File: config.mk
export PLATFORM = sky130hd
export DESIGN_NAME = shift_reg_univ
export DESIGN_NICKNAME = d
export VERILOG_FILES = /design/src/rtl/shift_reg_pkg.sv /design/src/rtl/shift_reg_univ.sv
export SDC_FILE = /design/constraint.sdc
export NUM_CORES = 1
export LEC_CHECK = 0
export ABC_AREA = 1
export CAP_MARGIN = 10
export CORE_ASPECT_RATIO = 0.5
export CORE_MARGIN = 4
export CORE_UTILIZATION = 45
export DETAILED_ROUTE_END_ITERATION = 7
export PLACE_DENSITY = 0.76
export SLEW_MARGIN = 20
export SYNTH_ARGS = -nofsm -noshare
export SYNTH_HDL_FRONTEND = slang
export SYNTH_SLANG_ARGS = --single-unit
File: constraint.sdc
create_clock -name i_clk -period 1.3 [get_ports i_clk]
set_input_delay 0.39 -clock i_clk [delete_from_list [all_inputs] [get_ports i_clk]]
set_output_delay 0.39 -clock i_clk [all_outputs]
set_load 0.02 [all_outputs]
File: src/rtl/shift_reg_pkg.sv
// Shared definitions for the universal shift register: operation-select encodings.
package shift_reg_pkg;

   localparam logic [1:0] MODE_HOLD = 2'b00;
   localparam logic [1:0] MODE_SHR  = 2'b01;
   localparam logic [1:0] MODE_SHL  = 2'b10;
   localparam logic [1:0] MODE_LOAD = 2'b11;

endpackage : shift_reg_pkg

File: src/rtl/shift_reg_univ.sv
// Universal shift register (hold / shift right / shift left / parallel load) with a
// shift counter that snapshots and flags every completed WIDTH-bit serial word.
module shift_reg_univ
   import shift_reg_pkg::*;
#(
   parameter  int WIDTH = 8,
   localparam int CNT_W = $clog2(WIDTH + 1)
) (
   input  logic             i_clk,
   input  logic             i_rst,
   input  logic             i_en,
   input  logic             i_clr,
   input  logic [1:0]       i_mode,
   input  logic             i_sin_msb,
   input  logic             i_sin_lsb,
   input  logic [WIDTH-1:0] i_data,
   output logic [WIDTH-1:0] o_data,
   output logic             o_q_msb,
   output logic             o_q_lsb,
   output logic [WIDTH-1:0] o_word,
   output logic             o_word_vld,
   output logic [CNT_W-1:0] o_cnt
);

   localparam logic [CNT_W-1:0] CNT_LAST = CNT_W'(WIDTH - 1);

   logic [WIDTH-1:0] data_q, data_d;
   logic [WIDTH-1:0] word_q, word_d;
   logic [WIDTH-1:0] shifted;
   logic [CNT_W-1:0] cnt_q, cnt_d;
   logic             vld_q, vld_d;
   logic             do_shift;

   always_comb begin
      // NOTE: every signal written here gets a default first, so no path infers a latch.
      data_d   = data_q;
      cnt_d    = cnt_q;
      word_d   = word_q;
      vld_d    = 1'b0;
      shifted  = data_q;
      do_shift = 1'b0;

      if (i_clr) begin
         data_d = '0;
         cnt_d  = '0;
      end else if (i_en) begin
         case (i_mode)
            MODE_HOLD: ;
            MODE_SHR: begin
               shifted  = {i_sin_msb, data_q[WIDTH-1:1]};
               do_shift = 1'b1;
            end
            MODE_SHL: begin
               shifted  = {data_q[WIDTH-2:0], i_sin_lsb};
               do_shift = 1'b1;
            end
            MODE_LOAD: begin
               data_d = i_data;
               cnt_d  = '0;
            end
            default: ;
         endcase
      end

      // Either direction counts toward the same word; the snapshot is the post-shift value.
      if (do_shift) begin
         data_d = shifted;
         if (cnt_q == CNT_LAST) begin
            cnt_d  = '0;
            word_d = shifted;
            vld_d  = 1'b1;
         end else begin
            cnt_d = cnt_q + CNT_W'(1);
         end
      end
   end

   always_ff @(posedge i_clk or posedge i_rst) begin
      if (i_rst) begin
         data_q <= '0;
         word_q <= '0;
         cnt_q  <= '0;
         vld_q  <= 1'b0;
      end else begin
         // NOTE: state registers use non-blocking assignments so all flops update together.
         data_q <= data_d;
         word_q <= word_d;
         cnt_q  <= cnt_d;
         vld_q  <= vld_d;
      end
   end

   assign o_data     = data_q;
   assign o_q_msb    = data_q[WIDTH-1];
   assign o_q_lsb    = data_q[0];
   assign o_word     = word_q;
   assign o_word_vld = vld_q;
   assign o_cnt      = cnt_q;

endmodule : shift_reg_univ
==> impl_metrics.yaml, run 1 <==
yosys:
  yosysTopAreaCell: "dfrtp_1"
  synthTopCellsByArea: "dfrtp_1, nand2_1, nand3_1, ha_1, inv_1"
  synth_most_common_cell: "nand2_1"
  ys.flop_type: "dfrtp_1"
  synthAdderAreaFrac_pct: 4.287
  synth_mux_area_share_pct: 0
  synth_seq_cells: 21
  syn-cell-area_um2: 1167
  avgSynthCellArea_um2: 7.388
  synth_edf_count: 0
  synth-compound-area-share_pct: 2.572
  synthTopCellsByCount: "nand2_1, dfrtp_1, nand3_1"
  netlist_instances: 158
  syn_nets: 178
  synth_top_area_share_pct: 45.02
  synth.distinct_cells: 18
  ys_warn_count: 0
  yosysSeqAreaShare_pct: 45.02
  synth_xor_area_share_pct: 0
  synthSimpleGateAreaFrac_pct: 41.05
  async_reset_ff_share_pct: 100.0
  synth_top_family_by_area: "simple AND/OR/NAND/NOR gates"
cts:
  clkSinkCount: 21
  cts_max_path_buffers: 2
  cts_tree: "yes"
  ctsHoldBuffers: 0
  path_clk_slew_ns: 0.08
  clock-root-buffer: "clkbuf_8"
  h-tree-depth: 1
  clk_latency_ns: 0.26
  cts_buffers: 3
sta:
  setup_violations: 0
  fin_worst_skew_ns: 0.001724
  timing.hold.ws_ns: 0.4756
  max_freq_mhz: 793.8
  finalHoldViolations: 0
  slew_headroom_pct: 83.57
  tightest_slew_ns: 0.2459
  rsz0062_at_grt: "true"
  post-route-period-util_pct: 96.91
  maxSlewViolCount: 0
  period_minus_slack_ns: 1.260
placed_design:
  dp_hpwl_um: 2720
  gp_congestion: 0.9511
  io_buffers: 38
worst_setup_path:
  rrSetupSlack_ns: 0.04
  endpoint: "o_word[4]$_DFFE_PP0P_"
  worst_ep_required_time_ns: 1.44
  path_class: "flip-flop to flip-flop"
  startpoint_type: "flip-flop"
  reg2reg_from: "o_cnt[1]$_DFFE_PP0P_"
  cp_max_fo: 5
  end_kind: "flip-flop"
  r2r_cells: 7
  r2r_end: "o_word[4]$_DFFE_PP0P_"
  crit_start: "o_cnt[1]$_DFFE_PP0P_"
  arrival_ns: 1.40
pwr:
  power.density_nw_per_um2: 860.5
  clock_power_share_pct: 27.5
  p_leak_nw: 1.082
  seqPwrFrac_pct: 44.6
  internal_power_mw: 1.094
  irDropWorstVdd_mv: 0.4408
  p_sw_share_pct: 30.29
  switching_power_uw: 475.2
  combPwrFrac_pct: 27.9
die:
  initial_core_util_pct: 49.84
  core_area_um2: 2342
  ios: 39
  placementRows: 12
  die_area_um2: 3523
  fp.dieW_um: 80.03
  die_h_um: 44.02
cells_and_area:
  antennaDiodeCount: 0
  layout.nets: 248
  fin_util_pct: 77.83
  drive_above_1_share_pct: 37.00
  area_growth_pct: 56.16
global_routing:
  grt_max_degree: 22
  grt_pass1_vias: 1306
  antenna_found_initial: 0
  grtUsageTotal_pct: 22.02
  grt_overflow: 0
  grt_first_pass_wirelength_um: 5837
detailed_routing:
  drt-total-wl_um: 3687
  drtIter0Drc: 82
  drc: 0
  wl_per_cell_um: 14.07
  firstDrtPassIters: 4
  postRouteAntennaNets: 0
  vias_per_cell: 5.008
  via_count: 1312
worst_hold_path:
  hp-class: "input port to async pin"
status:
  status: "completed"
run:
  drv_cap: 0
==> timing repair <==
action                                 4_1_cts  5_1_grt
endpoints found under the hold margin        0        0
setup endpoints to repair                   44       32
setup buffers                                1        1
cloned                                       0        1
gates resized for setup                    101       25
pin swaps                                    2        8
==> critical path, cell delays in order, from the launching register on <==
cell and delay [ns]:
dfrtp_1 0.38, buf_6 0.12, ha_4 0.14, nand2_4 0.06
nor2_4 0.18, nand2_4 0.10, nand2_1 0.08, o21ai_1 0.08
==> registers in the layout (all words and copies together), names as in the netlist <==
name / count
o_word_vld: 1
o_data: 8
o_cnt: 4
o_word: 8
==> per-stage QoR <==
stage | std cells | worst slack [ns] | total power, mW | area, µm² | TNS (ns)
6_report | 262 | 0.04023 | 1.569 | 1823 | 0
4_1_cts | 262 | -0.001717 | 1.579 | 1877 | -0.001717
2_1_floorplan | 158 | -0.01251 | 0.9136 | 1187 | -0.04135
3_5_place_dp | 257 | -0.7014 | 1.166 | 1823 | -14.90
3_3_place_gp | 257 | -0.6463 | 1.154 | 1823 | -13.35
5_1_grt | 262 | -0.02355 | 1.652 | 1823 | -0.03237
==> worst min path at each step <==
stage / cells past startpoint / slack (ns) / from / to
after floorplan: 1 / 0.37 / i_rst / o_cnt[0]$_DFFE_PP0P_
after global placement: 2 / 0.47 / o_word[2]$_DFFE_PP0P_ / o_word[2]$_DFFE_PP0P_
after detailed placement: 2 / 0.48 / o_word[2]$_DFFE_PP0P_ / o_word[2]$_DFFE_PP0P_
after CTS: 3 / 0.48 / i_rst / o_cnt[2]$_DFFE_PP0P_
after global routing: 3 / 0.50 / i_rst / o_cnt[0]$_DFFE_PP0P_
final: 3 / 0.48 / i_rst / o_cnt[0]$_DFFE_PP0P_
==> cell families (layout without fill, tap and decap cells) <==
logic type                 count (synthesis)  after routing
AOI/OAI and AO/OA                          6              6
adders and majority gates                  4              4
buffers and inverters                     17             85
DFF                                       21             21
and+or+nand+nor                          110            111
==> per-layer routing <==
metal / share of wire, % / vias up / GRT usage [%]
met5: 0 / - / 0
met1: 41 / 630 / 24.58
li1: - / 631 / -
met4: 0.73 / 0 / 7.071
met2: 53 / 47 / 41.94
met3: 5.9 / 4 / 5.488
==> layout by cell type, fill, tap and decap left out, drive strengths merged <==
| master | instances |
|---|---|
| nand4 | 1 |
| nand2 | 87 |
| inv | 11 |
| clkdlybuf4s50 | 11 |
| clkbuf | 3 |
| nor2 | 3 |
| clkinv | 1 |
| o21ai | 5 |
| or2 | 1 |
| nand3 | 19 |
| buf | 57 |
| dfrtp | 21 |
| a21oi | 1 |
| dlygate4sd2 | 1 |
| dlymetal6s2s | 1 |
| ha | 4 |
==> final cells by class <==
cell class / instances / area, µm²
Sequential cell: 21 / 525.5
Timing Repair Buffer: 70 / 519.2
Clock inverter: 1 / 5.005
Multi-Input combinational cell: 121 / 634.4
Clock buffer: 3 / 41.29
Tap cell: 35 / 43.79
Fill cell: 178 / 519.2
Inverter: 11 / 53.80
==> power groups by stage <==
stage / clock network [mW] / logic, mW / registers (mW)
after floorplan: 0 / 0.155 / 0.759
after global placement: 0 / 0.443 / 0.711
after detailed placement: 0 / 0.454 / 0.712
after CTS: 0.437 / 0.442 / 0.700
after global routing: 0.477 / 0.471 / 0.703
final: 0.432 / 0.438 / 0.699
No activity file was read; power rests on OpenSTA's default activity.
==> run 2, diff against run 1 <==
Settings changed: CORE_ASPECT_RATIO 0.5 to 1.4.
==> impl_metrics.yaml, run 2 (same netlist as run 1, synthesis figures left out) <==
die:
  die_area_um2: 3485
  fp.dieW_um: 51.05
  ios: 39
  initial_core_util_pct: 47.77
  die_h_um: 68.27
  placementRows: 21
  core_area_um2: 2444
cts:
  cts_tree: "yes"
  clkSinkCount: 21
  cts_buffers: 3
  ctsHoldBuffers: 0
  cts_max_path_buffers: 2
  clock-root-buffer: "clkbuf_4"
  clk_latency_ns: 0.31
  h-tree-depth: 1
  path_clk_slew_ns: 0.12
cells_and_area:
  area_growth_pct: 59.70
  antennaDiodeCount: 0
  layout.nets: 254
  drive_above_1_share_pct: 38.63
  n_fill_cell: 199
  seqCellArea_um2: 525.5
  multi_input_area_um2: 650.6
  fin_util_pct: 76.29
  final_area_um2: 1864
  final_cell_mix: "nand2_1, buf_4, dfrtp_1"
  final_common_cell: "nand2_1"
  layout.cells.non_filler: 267
worst_setup_path:
  path_class: "flip-flop to primary output"
  crit_chain: "buf_4"
  cpPeakStageDelay_ns: 0.42
  critPathTopFamily: "flip-flops"
  end_kind: "primary output"
  worst-path-buf-inv: 1
  cp_max_fo: 3
  startpoint_type: "flip-flop"
  arrival_ns: 0.89
  slowest_stage: "dfrtp_1"
  worst_ep_required_time_ns: 0.91
sta:
  max_freq_mhz: 780.7
  rsz0062_at_grt: "true"
  post-route-period-util_pct: 98.53
  tightest_slew_ns: 0.2751
  maxSlewViolCount: 0
  period_minus_slack_ns: 1.281
  setup_violations: 0
  slew_headroom_pct: 81.61
  fin_worst_skew_ns: 0.002250
  finalHoldViolations: 0
global_routing:
  grt_first_pass_wirelength_um: 5299
  grt_overflow: 0
  antenna_found_initial: 0
  grtUsageTotal_pct: 20.06
  grt_max_degree: 22
  grt_pass1_vias: 1204
placed_design:
  placed_cells: 254
  placed_area_um2: 1807
  gp_congestion: 0.9077
  io_buffers: 38
  dp_hpwl_um: 2404
pwr:
  irDropWorstVdd_mv: 0.5031
  power.density_nw_per_um2: 787.8
  p_leak_nw: 1.103
  power.total_mw: 1.469
status:
  status: "completed"
run:
  drv_cap: 0
detailed_routing:
  vias_per_cell: 4.921
  drt-total-wl_um: 3379
  drc: 0
  drtIter0Drc: 24
  via_count: 1314
  wl_per_cell_um: 12.66
  postRouteAntennaNets: 0
  firstDrtPassIters: 4
worst_hold_path:
  hp-class: "input port to async pin"
==> run 2: changes by cell type in the layout (fill, tap and decap cells not counted), sizes merged <==
cell           previous run  this run
clkdlybuf4s50            11        12
clkbuf                    3         4
inv                      11        12
buf                      57        60
nand3                    19        20
dlymetal6s2s              1         0
==> run 2: where the power goes <==
part           switching (mW)  internal, mW
clock network           0.209         0.115
logic                   0.242         0.203
registers              0.0179         0.682
==> run 2: layout make-up <==
cell class | instances | area share (%)
Clock buffer | 3 | 1.208
Clock inverter | 1 | 0.2685
Inverter | 11 | 3.020
Multi-Input combinational cell | 122 | 34.90
Sequential cell | 21 | 28.19
Tap cell | 34 | 2.282
Timing Repair Buffer | 74 | 29.93
Timing Repair inverter | 1 | 0.2013
==> run 2: layer usage <==
| metal | global-route usage (%) | share of wire (%) |
|---|---|---|
| met5 | 0 | 0 |
| met1 | 23.74 | 40 |
| met2 | 34.84 | 52 |
| met4 | 9.764 | 2.5 |
| met3 | 3.486 | 5.7 |
==> run 2: final timing paths <==
check	slack (ns)	to	depth (start not counted)	startpoint
setup / recovery	0.02	o_data[7]	1	o_data[7]$_DFFE_PP0P_
hold / removal	0.40	o_data[4]$_DFFE_PP0P_	3	i_rst
setup reg to reg	0.09	o_word[6]$_DFFE_PP0P_	8	o_cnt[0]$_DFFE_PP0P_
hold reg to reg	0.49	o_word[0]$_DFFE_PP0P_	2	o_word[0]$_DFFE_PP0P_
max in group asynchronous	0.77	o_word[6]$_DFFE_PP0P_	3	i_rst
min in group i_clk	0.49	o_word[0]$_DFFE_PP0P_	2	o_word[0]$_DFFE_PP0P_
==> run 2: worst reg2reg max path, delay by kind of cell (launching register included) <==
kind | cells | cell delay (ns)
flip-flops | 1 | 0.39
buffers and inverters | 2 | 0.20
adder cells (fa/ha/maj) | 1 | 0.14
AND/OR/NAND/NOR | 5 | 0.44
==> run 2: what timing repair did <==
action                     in CTS  in global routing
gates resized for setup       111                 18
cloned                          2                  1
pin swaps                       3                  4
setup endpoints to repair      44                 27
setup buffers                   1                  5
==> run 2: stage by stage <==
stage | setup slack (ns) | hold WS (ns) | TNS, ns
2_1_floorplan | -0.01251 | 0.3665 | -0.04135
3_3_place_gp | -0.6752 | 0.4614 | -14.06
3_5_place_dp | -0.7230 | 0.4686 | -14.87
4_1_cts | 0.009488 | 0.4046 | 0
5_1_grt | -0.01875 | 0.4144 | -0.1016
6_report | 0.01916 | 0.4001 | 0
